<file path="src/rtl/ex_pkg.sv">
// Shared definitions for the execute stage: ALU function codes, B-operand select and multiplier FSM states.
package ex_pkg;

  localparam logic [4:0] FN_ADD   = 5'd0;
  localparam logic [4:0] FN_SUB   = 5'd1;
  localparam logic [4:0] FN_AND   = 5'd2;
  localparam logic [4:0] FN_OR    = 5'd3;
  localparam logic [4:0] FN_XOR   = 5'd4;
  localparam logic [4:0] FN_NOR   = 5'd5;
  localparam logic [4:0] FN_SLL   = 5'd6;
  localparam logic [4:0] FN_SRL   = 5'd7;
  localparam logic [4:0] FN_SRA   = 5'd8;
  localparam logic [4:0] FN_SLT   = 5'd9;
  localparam logic [4:0] FN_ADC   = 5'd10;
  localparam logic [4:0] FN_SBC   = 5'd11;
  localparam logic [4:0] FN_PASSB = 5'd12;
  localparam logic [4:0] FN_MUL   = 5'd16;

  typedef enum logic [1:0] {
    B_RT    = 2'd0,
    B_ADDR  = 2'd1,
    B_SHAMT = 2'd2
  } bsel_e;

  typedef enum logic [1:0] {
    IDLE     = 2'd0,
    MUL_BUSY = 2'd1,
    MUL_DONE = 2'd2
  } state_e;

endpackage

</file>
<file path="src/rtl/alu_core.sv">
// Combinational ALU; COut is carry for additions and borrow for subtractions.
module alu_core
  import ex_pkg::*;
#(
  parameter int WORD_LENGTH = 8,
  parameter int FUNC_W      = 5
) (
  input  logic [WORD_LENGTH-1:0] a,
  input  logic [WORD_LENGTH-1:0] b,
  input  logic [FUNC_W-1:0]      fun,
  input  logic                   cin,
  output logic [WORD_LENGTH-1:0] result,
  output logic                   zero,
  output logic                   cout
);

  localparam int SHW = $clog2(WORD_LENGTH);

  logic [WORD_LENGTH:0] w_sum;
  logic [SHW-1:0]       w_shamt;
  logic                 w_defined;

  always_comb begin
    w_sum     = '0;
    result    = '0;
    cout      = 1'b0;
    w_defined = 1'b1;
    w_shamt   = b[SHW-1:0];
    case (fun)
      FUNC_W'(FN_ADD): begin
        w_sum  = {1'b0, a} + {1'b0, b};
        result = w_sum[WORD_LENGTH-1:0];
        cout   = w_sum[WORD_LENGTH];
      end
      FUNC_W'(FN_SUB): begin
        w_sum  = {1'b0, a} - {1'b0, b};
        result = w_sum[WORD_LENGTH-1:0];
        cout   = w_sum[WORD_LENGTH];
      end
      FUNC_W'(FN_ADC): begin
        w_sum  = {1'b0, a} + {1'b0, b} + {{WORD_LENGTH{1'b0}}, cin};
        result = w_sum[WORD_LENGTH-1:0];
        cout   = w_sum[WORD_LENGTH];
      end
      FUNC_W'(FN_SBC): begin
        w_sum  = {1'b0, a} - {1'b0, b} - {{WORD_LENGTH{1'b0}}, cin};
        result = w_sum[WORD_LENGTH-1:0];
        cout   = w_sum[WORD_LENGTH];
      end
      FUNC_W'(FN_AND):   result = a & b;
      FUNC_W'(FN_OR):    result = a | b;
      FUNC_W'(FN_XOR):   result = a ^ b;
      FUNC_W'(FN_NOR):   result = ~(a | b);
      FUNC_W'(FN_SLL):   result = a << w_shamt;
      FUNC_W'(FN_SRL):   result = a >> w_shamt;
      FUNC_W'(FN_SRA):   result = $signed(a) >>> w_shamt;
      FUNC_W'(FN_SLT):   result = WORD_LENGTH'($signed(a) < $signed(b));
      FUNC_W'(FN_PASSB): result = b;
      default:           w_defined = 1'b0;
    endcase
    // Undefined codes must leave both flags low, so zero is qualified too.
    zero = w_defined && (result == '0);
  end

endmodule

</file>
<file path="src/rtl/ex_stage_mc.sv">
// Execute stage with operand forwarding, single-cycle ALU, iterative shift-add multiplier
// and the EX/MEM pipeline register it forwards from.
module ex_stage_mc
  import ex_pkg::*;
#(
  parameter int WORD_LENGTH  = 8,
  parameter int REG_ADDR_W   = 3,
  parameter int FUNC_W       = 5,
  parameter int R0_HARDWIRED = 1
) (
  input  logic                   clk,
  input  logic                   rst,
  input  logic                   inValid,
  input  logic                   flush,
  input  logic                   memStall,
  input  logic [FUNC_W-1:0]      funcIn,
  input  logic                   CIn,
  input  logic                   regWriteIn,
  input  logic [1:0]             selAddrOrDataOrShift,
  input  logic [REG_ADDR_W-1:0]  RsIn,
  input  logic [REG_ADDR_W-1:0]  RtIn,
  input  logic [REG_ADDR_W-1:0]  RdIn,
  input  logic [WORD_LENGTH-1:0] regReadData1In,
  input  logic [WORD_LENGTH-1:0] regReadData2In,
  input  logic [WORD_LENGTH-1:0] pureAddr,
  input  logic                   MEM_WB_regWrite,
  input  logic [REG_ADDR_W-1:0]  MEM_WB_Rd,
  input  logic [WORD_LENGTH-1:0] MEM_WB_data,
  output logic                   stallReq,
  output logic                   outValid,
  output logic                   regWriteOut,
  output logic [REG_ADDR_W-1:0]  RdOut,
  output logic [WORD_LENGTH-1:0] ALUResOut,
  output logic [WORD_LENGTH-1:0] writeDataOut,
  output logic                   zeroOut,
  output logic                   COut
);

  localparam int CNT_W = $clog2(WORD_LENGTH + 1);

  state_e                  r_state, w_nextState;
  logic [CNT_W-1:0]        r_cnt;
  logic [2*WORD_LENGTH-1:0] r_mcand, r_prod;
  logic [WORD_LENGTH-1:0]  r_mplier;
  logic [REG_ADDR_W-1:0]   r_mulRd;
  logic                    r_mulRegWrite;

  logic w_exHitA, w_exHitB, w_wbHitA, w_wbHitB, w_zeroA, w_zeroB;
  logic [WORD_LENGTH-1:0] w_opA, w_fwdRt, w_opB, w_aluRes;
  logic w_aluZero, w_aluCout, w_isMul, w_accept, w_loadProd;

  assign w_zeroA  = (R0_HARDWIRED != 0) && (RsIn == '0);
  assign w_zeroB  = (R0_HARDWIRED != 0) && (RtIn == '0);
  assign w_exHitA = outValid && regWriteOut && (RdOut == RsIn) && !w_zeroA;
  assign w_exHitB = outValid && regWriteOut && (RdOut == RtIn) && !w_zeroB;
  assign w_wbHitA = MEM_WB_regWrite && (MEM_WB_Rd == RsIn) && !w_zeroA;
  assign w_wbHitB = MEM_WB_regWrite && (MEM_WB_Rd == RtIn) && !w_zeroB;

  assign w_opA   = w_exHitA ? ALUResOut : (w_wbHitA ? MEM_WB_data : regReadData1In);
  assign w_fwdRt = w_exHitB ? ALUResOut : (w_wbHitB ? MEM_WB_data : regReadData2In);

  always_comb begin
    w_opB = '0;
    case (bsel_e'(selAddrOrDataOrShift))
      B_RT:    w_opB = w_fwdRt;
      B_ADDR:  w_opB = pureAddr;
      B_SHAMT: w_opB = WORD_LENGTH'(RtIn);
      default: w_opB = '0;
    endcase
  end

  alu_core #(
    .WORD_LENGTH(WORD_LENGTH),
    .FUNC_W     (FUNC_W)
  ) u_alu (
    .a     (w_opA),
    .b     (w_opB),
    .fun   (funcIn),
    .cin   (CIn),
    .result(w_aluRes),
    .zero  (w_aluZero),
    .cout  (w_aluCout)
  );

  assign w_isMul  = (funcIn == FUNC_W'(FN_MUL));
  assign w_accept = inValid && w_isMul && !flush;

  always_ff @(posedge clk or posedge rst) begin
    if (rst) r_state <= IDLE;
    else     r_state <= w_nextState;
  end

  always_comb begin
    w_nextState = r_state;
    case (r_state)
      IDLE:     if (w_accept) w_nextState = MUL_BUSY;
      MUL_BUSY: if (flush) w_nextState = IDLE;
                else if (r_cnt == CNT_W'(1)) w_nextState = MUL_DONE;
      MUL_DONE: if (flush || !memStall) w_nextState = IDLE;
      default:  w_nextState = IDLE;
    endcase
  end

  always_comb begin
    stallReq   = 1'b0;
    w_loadProd = 1'b0;
    case (r_state)
      IDLE:     stallReq = w_accept;
      MUL_BUSY: stallReq = !flush;
      MUL_DONE: begin
        stallReq   = memStall && !flush;
        w_loadProd = !memStall && !flush;
      end
      default:  stallReq = 1'b0;
    endcase
    // ID/EX may still present the multiply while reset is asserted; keep the request quiet.
    if (rst) stallReq = 1'b0;
  end

  always_ff @(posedge clk or posedge rst) begin
    if (rst) begin
      r_mcand       <= '0;
      r_mplier      <= '0;
      r_prod        <= '0;
      r_cnt         <= '0;
      r_mulRd       <= '0;
      r_mulRegWrite <= 1'b0;
    end else if (r_state == IDLE && w_accept) begin
      r_mcand       <= {{WORD_LENGTH{1'b0}}, w_opA};
      r_mplier      <= w_opB;
      r_prod        <= '0;
      r_cnt         <= CNT_W'(WORD_LENGTH);
      r_mulRd       <= RdIn;
      r_mulRegWrite <= regWriteIn;
    end else if (r_state == MUL_BUSY && !flush) begin
      if (r_mplier[0]) r_prod <= r_prod + r_mcand;
      r_mcand  <= r_mcand << 1;
      r_mplier <= r_mplier >> 1;
      r_cnt    <= r_cnt - CNT_W'(1);
    end
  end

  // EX/MEM register: a finished product takes precedence, otherwise only an IDLE non-MUL op loads.
  always_ff @(posedge clk or posedge rst) begin
    if (rst) begin
      outValid     <= 1'b0;
      regWriteOut  <= 1'b0;
      RdOut        <= '0;
      ALUResOut    <= '0;
      writeDataOut <= '0;
      zeroOut      <= 1'b0;
      COut         <= 1'b0;
    end else if (!memStall) begin
      if (w_loadProd) begin
        outValid     <= 1'b1;
        regWriteOut  <= r_mulRegWrite;
        RdOut        <= r_mulRd;
        ALUResOut    <= r_prod[WORD_LENGTH-1:0];
        writeDataOut <= '0;
        zeroOut      <= (r_prod[WORD_LENGTH-1:0] == '0);
        COut         <= |r_prod[2*WORD_LENGTH-1:WORD_LENGTH];
      end else if (r_state == IDLE && inValid && !flush && !w_isMul) begin
        outValid     <= 1'b1;
        regWriteOut  <= regWriteIn;
        RdOut        <= RdIn;
        ALUResOut    <= w_aluRes;
        writeDataOut <= w_fwdRt;
        zeroOut      <= w_aluZero;
        COut         <= w_aluCout;
      end else begin
        outValid     <= 1'b0;
        regWriteOut  <= 1'b0;
        RdOut        <= '0;
        ALUResOut    <= '0;
        writeDataOut <= '0;
        zeroOut      <= 1'b0;
        COut         <= 1'b0;
      end
    end
  end

endmodule

</file>
<file path="config.mk">
export PLATFORM = sky130hd
export DESIGN_NAME = ex_stage_mc
export DESIGN_NICKNAME = d
export VERILOG_FILES = /design/src/rtl/ex_pkg.sv /design/src/rtl/alu_core.sv /design/src/rtl/ex_stage_mc.sv
export SDC_FILE = /design/constraint.sdc
export NUM_CORES = 1
export LEC_CHECK = 0
export ABC_CLOCK_PERIOD_IN_PS = 5700
export BUFFER_PORTS_ARGS = -buffer_cell sky130_fd_sc_hd__buf_4
export CORE_ASPECT_RATIO = 0.5
export CORE_MARGIN = 10
export CORE_UTILIZATION = 60
export CTS_CLUSTER_DIAMETER = 60
export CTS_CLUSTER_SIZE = 30
export DETAILED_ROUTE_END_ITERATION = 12
export GPL_TIMING_DRIVEN = 1
export PLACE_DENSITY = 0.82
export SLEW_MARGIN = 30
export SYNTH_ARGS = -nofsm -noshare
export SYNTH_HDL_FRONTEND = slang
export SYNTH_HIERARCHICAL = 1
export SYNTH_SLANG_ARGS = --single-unit
</file>
<file path="constraint.sdc">
create_clock -name clk -period 5.7 [get_ports clk]
set_input_delay 1.14 -clock clk [delete_from_list [all_inputs] [get_ports clk]]
set_output_delay 1.14 -clock clk [all_outputs]
set_load 0.05 [all_outputs]
</file>
; ---- Yosys cells after proc, flatten, opt, wreduce, memory -nomap -nowiden
; Index checks and enable logic that the tools add are counted.
[totals]
regBits = 73
inputBits = 59
[op_classes]
shift = 3
n_mux = 39
eq_ne = 25
bitwise = 4
n_lt_le_gt_ge = 1
add_sub_neg = 6
n_reduce_logical = 38
[ops]
columns = operator, count
row1 = $pmux W8 S13, 1
row2 = $mux W16, 5
row3 = $mux W8, 10
row4 = $eq A5 B4 Y1 const B, 5
row5 = $pmux W8 S3, 1
row6 = $eq A5 B3 Y1 const B, 4
row7 = $logic_and A1 B1 Y1, 19
row8 = $add A16 B16 Y16, 1
row9 = $logic_not A8 Y1, 2
row10 = $reduce_or A13 Y1, 1
row11 = $eq A3 B3 Y1, 4
row12 = $mux W1, 11
row13 = $eq A5 B2 Y1 const B, 2
row14 = $add A8 B8 Y9, 1
row15 = $add A9 B1 Y9, 1
row16 = $sub A8 B8 Y9, 1
row17 = $sub A9 B1 Y9, 1
row18 = $and A8 B8 Y8, 1
row19 = $lt A8 B8 Y1, 1
row20 = $mux W2, 4
row21 = $mux W4, 2
row22 = $not A8 Y8, 1
row23 = $or A8 B8 Y8, 1
row24 = $reduce_or A8 Y1, 1
row25 = other kinds (24), 35

; ---- Logic depth before layout (Yosys ltp)
; Gate-level depths: netlist of the first run.
[depth]
depth_word = 13
depth_mapped = 23
mapped_depth_nobuf = 20

; ---- Cells and area by module
; Netlist of the first run, hierarchy kept.
[modules_own_cells]
columns = module, cells_per_inst, n_inst, seq_area_each_um2, area_each_um2
row1 = ex_stage_mc, 515, 1, 1826.8, 4576.9
row2 = alu_core, 335, 1, 0.0, 2526.2

; ---- Worst setup path before layout of the first run
; OpenSTA, ideal clock, no wires.
[synth_timing]
path_kind = input to register
start = in MEM_WB_Rd[2]
end = reg zeroOut
path_slack_ps = 316
setup_ps = 83
path_buffers = 0
t_arrival_ps = 5302
cell_stages = 17
required_ps = 5617
path_cell_list = or3b_1 a211o_1 a21oi_4 mux2i_1 a21oi_1 inv_1 fa_1 or2_1 a211o_1 a21oi_1 o21a_1 o31ai_1 or4_4 nor4_2 nor4b_2 a32oi_1 o21ai_0
[synth_rtl]
columns = element, line_no
row1 = from (decl), ex_stage_mc.sv:27  ; input logic [REG_ADDR_W-1:0] MEM_WB_Rd,
row2 = $eq A3 B3 Y1 *, ex_stage_mc.sv:56  ; assign w_wbHitA = MEM_WB_regWrite && (MEM_WB_Rd == RsIn) && !w_zeroA;
row3 = $logic_and A1 B1 Y1 * (2 in series), ex_stage_mc.sv:56
row4 = $mux W8 * (2 in series), ex_stage_mc.sv:59  ; assign w_opA = w_exHitA ? ALUResOut : (w_wbHitA ? MEM_WB_data : regReadData1In);
row5 = net w_opA[1], ex_stage_mc.sv:49  ; logic [WORD_LENGTH-1:0] w_opA, w_fwdRt, w_opB, w_aluRes;
row6 = "$lt A8 B8 Y1, or another cell as far along", alu_core.sv:57  ; FUNC_W'(FN_SLT): result = WORD_LENGTH'($signed(a) < $signed(b));
row7 = $pmux W8 S13 *, alu_core.sv:29  ; case (fun)
row8 = net w_aluRes[0], ex_stage_mc.sv:49
row9 = $logic_not A8 Y1 *, alu_core.sv:62  ; zero = w_defined && (result == '0);
row10 = $logic_and A1 B1 Y1 *, alu_core.sv:62
row11 = net w_aluZero, ex_stage_mc.sv:50  ; logic w_aluZero, w_aluCout, w_isMul, w_accept, w_loadProd;
row12 = $mux W1 *, ex_stage_mc.sv:162  ; end else if (r_state == IDLE && inValid && !flush && !w_isMul) begin
row13 = $mux W1 *, ex_stage_mc.sv:154  ; if (w_loadProd) begin
row14 = to (signal assigned), ex_stage_mc.sv:160  ; zeroOut <= (r_prod[WORD_LENGTH-1:0] == '0);
row15 = to (signal assigned), ex_stage_mc.sv:168  ; zeroOut <= w_aluZero;
row16 = to (decl), ex_stage_mc.sv:35  ; output logic zeroOut,
; The timed path passes the listed nets; every way through them passes the cells marked *.
; A chain may end at the register's enable or synchronous reset.

; ---- Worst setup path after layout of the first run
[layout_timing]
start = in RtIn[1]
end = reg zeroOut
[layout_between]
elab_chain_cells = 13
[layout_rtl]
columns = element, line_no
row1 = from (decl), ex_stage_mc.sv:21  ; input logic [REG_ADDR_W-1:0] RtIn,
row2 = $eq A3 B3 Y1 / $logic_not A3 Y1 (equally long branches), "ex_stage_mc.sv:57, ex_stage_mc.sv:53"
row3 = $logic_and A1 B1 Y1 / $logic_not A1 Y1 (equally long branches), "ex_stage_mc.sv:57, ex_stage_mc.sv:55"
row4 = $logic_and A1 B1 Y1, ex_stage_mc.sv:57  ; assign w_wbHitB = MEM_WB_regWrite && (MEM_WB_Rd == RtIn) && !w_zeroB;
row5 = $mux W8, ex_stage_mc.sv:60  ; assign w_fwdRt = w_exHitB ? ALUResOut : (w_wbHitB ? MEM_WB_data : regReadData2In);
row6 = $mux W8 *, ex_stage_mc.sv:60
row7 = $pmux W8 S3 *, ex_stage_mc.sv:64  ; case (bsel_e'(selAddrOrDataOrShift))
row8 = net w_opB[2], ex_stage_mc.sv:49
row9 = $sub A8 B8 Y9 / $add A8 B8 Y9 (equally long branches), n/a
row10 = $sub A9 B1 Y9 / $add A9 B1 Y9 (equally long branches), "alu_core.sv:46, alu_core.sv:41"
row11 = $pmux W8 S13 *, alu_core.sv:29
row12 = net w_aluRes[5], ex_stage_mc.sv:49
row13 = $logic_not A8 Y1 *, alu_core.sv:62
row14 = $logic_and A1 B1 Y1 *, alu_core.sv:62
row15 = net w_aluZero, ex_stage_mc.sv:50
row16 = $mux W1 *, ex_stage_mc.sv:162
row17 = $mux W1 *, ex_stage_mc.sv:154
; Marks and branches as above.

==> results of run 1 <==
==> worst min-delay path: stages, from the launching register on <==
cell,delay [ns]
dfrtp_1,0.35
nand2_1,0.05
nand2_1,0.05
==> synthesized netlist by cell type, drive strengths merged (4+ instances only) <==
library cell,number,area (µm²)
o211ai,5,42.5
nor2,67,251
nand3,22,110
clkbuf,19,71.3
or3,4,25.0
o21ai,59,295
a21oi,52,279
nor2b,10,62.6
a2111oi,8,96.3
inv,29,109
mux2,8,90.1
xnor2,21,184
and2,5,31.3
a211oi,13,97.6
dfrtp,73,1830
a211o,8,70.1
nand4,5,31.3
buf,24,120
a22o,14,123
o22ai,7,43.8
or2,4,25.0
o2111ai,7,61.3
nor3,14,75.1
mux4,10,225
nand3b,7,52.6
nor4,10,75.1
xor2,19,174
a31oi,4,25.0
a22oi,19,143
ha,46,576
a221oi,10,93.8
or3b,4,35.0
a21o,9,67.6
nor3b,7,52.6
nand2,105,394
nand2b,16,100
and3,15,93.8
o21bai,9,67.6
o21a,7,52.6
mux2i,27,270
o221ai,4,35.0
==> cell families after synthesis <==
| group | after synthesis |
|---|---|
| simple gates | 306 |
| xor+xnor | 40 |
| mux | 45 |
| buf+inv | 72 |
| compound gates | 265 |
| flops | 73 |
| fa+ha+maj | 49 |
==> where the power goes <==
| part | total, mW | switching (mW) | leakage (nW) | internal [mW] |
|---|---|---|---|---|
| sequential | 0.615 | 0.0480 | 0.988 | 0.567 |
| clock | 0.557 | 0.254 | 0.135 | 0.303 |
| combinational | 0.650 | 0.379 | 2.62 | 0.271 |
| total | 1.82 | 0.681 | 3.74 | 1.14 |
==> cell usage in the layout, fill, tap and decap left out, types with 10 or more instances in the layout <==
cell	count
nand2b_1	16
a211oi_1	13
mux2i_1	27
nand3_1	22
nor2_1	66
xnor2_1	20
dfrtp_1	73
nand2_1	105
xor2_1	17
o21ai_0	57
mux4_2	10
buf_4	116
a22o_1	14
inv_1	28
and3_1	15
a21oi_1	48
a22oi_1	19
nor3_1	12
ha_1	46
nor2b_1	10
==> flip-flops by register name (all words and copies together) (netlist names) <==
name,flops
zeroOut,1
writeDataOut,8
r_mcand,16
outValid,1
RdOut,3
r_mplier,8
r_mulRd,3
r_cnt,4
r_mulRegWrite,1
ALUResOut,8
COut,1
regWriteOut,1
r_state,2
r_prod,16
==> per-stage QoR <==
stage                     std cells  TNS [ns]  instance area (µm²)
after CTS                      1098         0                 8280
final                          1098         0                 8310
after global routing           1098   -0.0305                 8310
after floorplan                 850         0                 7100
after global placement         1082         0                 7990
after detailed placement       1082   -0.0503                 8000
==> metal layers <==
| metal | wire length, µm | vias to the layer above | GRT usage, % |
|---|---|---|---|
| met5 | 0 | - | 0 |
| met4 | 672 | 0 | 8.16 |
| met3 | 2180 | 68 | 5.73 |
| met2 | 11300 | 378 | 44.3 |
| met1 | 10100 | 3560 | 35.5 |
| li1 | - | 3338 | - |
==> worst min path at each step <==
| stage | startpoint | to | slack [ns] | depth (start not counted) |
|---|---|---|---|---|
| floorplan | r_prod[15] | r_prod[15] | 0.45 | 1 |
| global placement | r_mulRd[1] | r_mulRd[1] | 0.46 | 2 |
| detailed placement | r_mulRd[2] | r_mulRd[2] | 0.47 | 2 |
| CTS | r_mulRd[2] | r_mulRd[2] | 0.48 | 2 |
| global route | r_mulRd[2] | r_mulRd[2] | 0.52 | 2 |
| finish | r_mulRd[2] | r_mulRd[2] | 0.48 | 2 |
==> repair_timing <==
item                       4_1_cts  5_1_grt
setup endpoints to repair        0        2
resized for setup                0        4
hold buffers                     0        0
==> cell type report <==
type / count / area [µm²] / share of cell area (%)
Multi-Input combinational cell: 705 / 5010 / 60.4
Sequential cell: 73 / 1830 / 22.0
Timing Repair Buffer: 116 / 871 / 10.5
Clock buffer: 9 / 225 / 2.71
Tap cell: 159 / 199 / 2.39
Inverter: 29 / 109 / 1.31
Clock inverter: 7 / 61.3 / 0.738
==> run_results.csv, run 1 <==
group,metric,value,unit
status,status,"finished, final reports clean",
timing,fin_ws,0.235,ns
layout,nFillCells,902,
timing,layout_min_cycle_time,5.46,ns
floorplanning,die_area,16900,µm²
worst_setup_path,cp_data_arrival_time,5.72,ns
clock_tree,clock_sinks,73,
worst_setup_path,cp_top_family,"compound AO/OA/AOI/OAI gates",
synthesis,async_reset_ff_share,100,%
clock_tree,numCtsBuffers,9,
worst_setup_path,end_kind,"flop",
worst_setup_path,cp_num_buf_inv,5,
synthesis,synth-simple-area-share,21.4,%
synthesis,synth_xor_xnor_area_share,5.04,%
synthesis,ys_types,85,
timing,skew,0.00788,ns
layout,n_antenna_cell,0,
floorplanning,num_io_pins,83,
synthesis,avgSynthCellArea,8.36,µm²
drt,drt-initial-drc-count,1177,
clock_tree,h-tree-depth,3,
clock_tree,clk_path_buf_depth,2,
clock_tree,cts_setup_buffers,0,
global_route,grt_antenna_before_repair,0,
worst_setup_path,cp.depth,21,
floorplanning,dieWidth,174,µm
worst_setup_path,cp_slowest_cell,"ha_1",
floorplanning,fp.coreArea,11300,µm²
timing,rsz0062_at_grt,"yes",
clock_tree,insertion_delay,0.34,ns
timing,fin_crit_sh,95.9,%
drt,final_antenna_net_count,0,
power_and_ir_drop,ir_drop,129,µV
run,drv_cap,0,
timing,finalHoldViolCount,0,
power_and_ir_drop,finalPower,1.82,mW
worst_setup_path,startpoint,"RtIn[1]",
worst_setup_path,cp-start-kind,"primary input",
timing,worst_slew_pin_slew,0.796,ns
place,io_buffers,82,
layout,final_core_util,73.6,%
global_route,grt_overflow,0,
timing,hold_ws,0.482,ns
worst_setup_path,r2r-start,"RdOut[1]",
worst_setup_path,critPathMaxStageDelay,0.42,ns
timing,slew_viol_final,0,
worst_setup_path,reg2reg_to,"zeroOut",
synthesis,syn_area,7100,µm²
layout,drive_gt1_share,19.4,%
global_route,grt_pass1_wl,37800,µm
clock_tree,clk_pin_slew,0.06,ns
place,gp_congestion,0.998,
place,dp_hpwl,18300,µm
clock_tree,root_buffer,"clkbuf_16",
synthesis,synth_edf_count,0,
place,place_worst_setup_slack,-0.0503,ns
synthesis,synth_top_family_by_area,"compound AO/OA/AOI/OAI gates",
synthesis,synth_nets,958,
power_and_ir_drop,p_per_area,219,nW/µm²
floorplanning,initial_utilization,63.0,%
worst_setup_path,crit_fanout,9,
drt,totalWireLength,24300,µm
worst_setup_path,crit_chain,"buf_4 > inv_1 > o21ai_0 > a2111oi_4 > buf_4 > mux2i_1 > a21oi_2 > a21bo_2 > inv_1 > ha_1 > xnor2_1 > and3_1 > nor3b_1 > buf_4 > nand2_1 > xnor2_1 > o22ai_1 > or3_1 > nor4b_2 > a32oi_1 > o21ai_0",
synthesis,muxShareOfSynthArea,8.24,%
drt,wl_per_cell,22.1,µm
global_route,first_global_vias,6928,
synthesis,ys_ff_latch,73,
timing,slew_headroom,46.8,%
global_route,grt_max_degree,48,
synthesis,yosys_most_used_dff,"dfrtp_1",
drt,first_pass_iters,7,
clock_tree,cts_tree,"done",
worst_setup_path,crit_type,"in -> reg",
hold_path,worstHoldPathType,"reg -> reg",
floorplanning,rows,27,
worst_setup_path,cpMostUsedCell,"buf_4",
global_route,grtUsageTotal,27.2,%
synthesis,ys_seq_area_share,25.7,%
layout,synthToLayoutAreaGrowth,16.9,%
power_and_ir_drop,leakagePower,3.74,nW
synthesis,netlist_instances,850,
worst_setup_path,worstSetupEndpoint,"zeroOut",
worst_setup_path,crit_required,5.96,ns
synthesis,synth_compound_area_share,26.4,%
drt,viasPerCell,6.69,
synthesis,synth_fa_ha_area_share,8.95,%
worst_setup_path,worst-r2r-cell-count,18,
worst_setup_path,reg2reg_slack,0.73,ns
drt,vias,7344,
drt,drc_errors,0,
floorplanning,fp.dieH,96.9,µm
layout,nNetsFinal,1042,
timing,setup_violations,0,
synthesis,yosys_warnings,6,
timing,fmax,183,MHz
(Power assumes the default switching activity.)
==> run 2: changes to the inputs <==
ABC_CLOCK_PERIOD_IN_PS = 6780   (was 5700)
CORE_UTILIZATION = 65   (was 60)
PLACE_DENSITY = 0.88   (was 0.82)
clock period = 6.78 ns   (was 5.7 ns; I/O delays follow)
==> run_results.csv, run 2 (same netlist as run 1, synthesis figures left out) <==
group,metric,value,unit
power_and_ir_drop,p_per_area,196,nW/µm²
worst_setup_path,cp-start-kind,"primary input",
timing,fin_ws,0.790,ns
run,drv_cap,0,
layout,synthToLayoutAreaGrowth,15.6,%
power_and_ir_drop,leakagePower,3.70,nW
worst_setup_path,critPathMaxStageDelay,0.73,ns
clock_tree,clk_path_buf_depth,2,
power_and_ir_drop,ir_drop,130,µV
global_route,first_global_vias,7236,
worst_setup_path,worst-r2r-cell-count,18,
layout,reg.largest.list,"r_mcand (16), r_prod (16)",
timing,slew_headroom,41.1,%
power_and_ir_drop,finalPower,1.61,mW
worst_setup_path,cp_slowest_cell,"a21oi_1",
clock_tree,cts_setup_buffers,0,
timing,fin_crit_sh,88.4,%
clock_tree,insertion_delay,0.34,ns
floorplanning,num_io_pins,83,
timing,worst_slew_pin_slew,0.881,ns
place,gp_congestion,1.06,
hold_path,worstHoldPathType,"reg -> reg",
clock_tree,root_buffer,"clkbuf_16",
clock_tree,numCtsBuffers,9,
timing,setup_violations,0,
drt,wl_per_cell,22.6,µm
status,status,"finished, final reports clean",
drt,final_antenna_net_count,0,
floorplanning,fp.dieH,93.9,µm
worst_setup_path,end_kind,"flop",
clock_tree,h-tree-depth,3,
global_route,grt_max_degree,58,
timing,fmax,167,MHz
worst_setup_path,crit_required,7.03,ns
floorplanning,initial_utilization,68.0,%
layout,drive_gt1_share,17.6,%
clock_tree,hold_buffers,0,
clock_tree,cts_tree,"done",
worst_setup_path,cp_top_family,"compound AO/OA/AOI/OAI gates",
timing,skew,0.00740,ns
global_route,grtUsageTotal,29.5,%
place,dp_hpwl,17600,µm
timing,slew_viol_final,0,
layout,nNetsFinal,1029,
layout,final_core_util,78.6,%
worst_setup_path,crit_chain,"buf_4 > or3b_1 > a211o_1 > a21oi_4 > mux2i_1 > a21oi_1 > inv_1 > ha_1 > buf_4 > or2_2 > a2111oi_1 > a211o_1 > nand4_1 > xnor2_1 > nor2_1 > a211o_1 > nor4b_2 > a32oi_1 > o21ai_0",
floorplanning,die_area,15800,µm²
hold_path,min_path_cells,2,
global_route,grt_overflow,0,
floorplanning,fp.coreArea,10400,µm²
drt,viasPerCell,7.11,
worst_setup_path,cp_data_arrival_time,6.24,ns
floorplanning,rows,26,
place,post_dp_cell_area,7870,µm²
timing,rsz0062_at_grt,"no",
global_route,grt_antenna_before_repair,0,
clock_tree,ctsResizeCount,0,
worst_setup_path,cpMostUsedCell,"a211o_1",
drt,drc_errors,0,
layout,final_cell_mix,"nand2_1, buf_4, dfrtp_1",
timing,finalHoldViolCount,0,
global_route,grt_pass1_wl,38200,µm
worst_setup_path,crit_fanout,11,
place,place_worst_setup_slack,0.626,ns
worst_setup_path,cp_num_buf_inv,3,
layout,fin_area,8210,µm²
layout,nFillCells,710,
worst_setup_path,cp.depth,19,
layout,final_common_cell,"nand2_1",
drt,vias,7580,
drt,first_pass_iters,8,
drt,totalWireLength,24100,µm
worst_setup_path,crit_type,"in -> reg",
clock_tree,clock_sinks,73,
drt,drt-initial-drc-count,1117,
clock_tree,clk_pin_slew,0.06,ns
timing,fin_setup_tns,0,ns
floorplanning,dieWidth,168,µm
place,io_buffers,82,
timing,layout_min_cycle_time,5.99,ns
layout,n_antenna_cell,0,
-- run 2: area by class of cell --
| cell class | count | area, µm² | area share [%] |
|---|---|---|---|
| Clock buffer | 10 | 229 | 2.79 |
| Sequential cell | 73 | 1830 | 22.3 |
| Inverter | 29 | 109 | 1.33 |
| Multi-Input combinational cell | 705 | 4980 | 60.7 |
| Clock inverter | 6 | 115 | 1.40 |
| Timing Repair Buffer | 103 | 773 | 9.42 |
| Tap cell | 140 | 175 | 2.13 |
-- run 2: tightest hold or removal path, delay by kind of cell, from the launching register on --
| kind | cells | cell delay, ns |
|---|---|---|
| flip-flops | 1 | 0.34 |
| AND/OR/NAND/NOR | 2 | 0.10 |
-- run 2: final timing paths --
check / startpoint / to / slack (ns)
max in group asynchronous: rst / writeDataOut[3] / 4.73
worst min register to register: r_mulRd[2] / r_mulRd[2] / 0.48
worst max-delay path: MEM_WB_Rd[2] / zeroOut / 0.79
worst min-delay path: r_mulRd[2] / r_mulRd[2] / 0.48
worst max register to register: RdOut[1] / zeroOut / 1.55
min in group asynchronous: rst / r_cnt[0] / 1.00
-- run 2: through the flow --
step                      std cells  hold slack, ns
after floorplan                 850           0.445
after global placement         1050           0.459
after detailed placement       1050           0.465
after CTS                      1066           0.479
after global routing           1066           0.516
final                          1066           0.477
-- run 2: where the power goes --
part           internal, mW  switching (mW)  leakage (nW)  total [mW]
clock network         0.362           0.194         0.163       0.556
logic                 0.218           0.322          2.55       0.540
registers             0.477          0.0403         0.988       0.517
-- run 2: per-layer routing --
layer	GRT usage, %	wire length, µm	vias to the layer above
li1	-	-	3318
met1	36.5	9240	3592
met2	49.8	11300	552
met3	6.85	2710	118
met4	10.2	866	0
met5	0	0	-
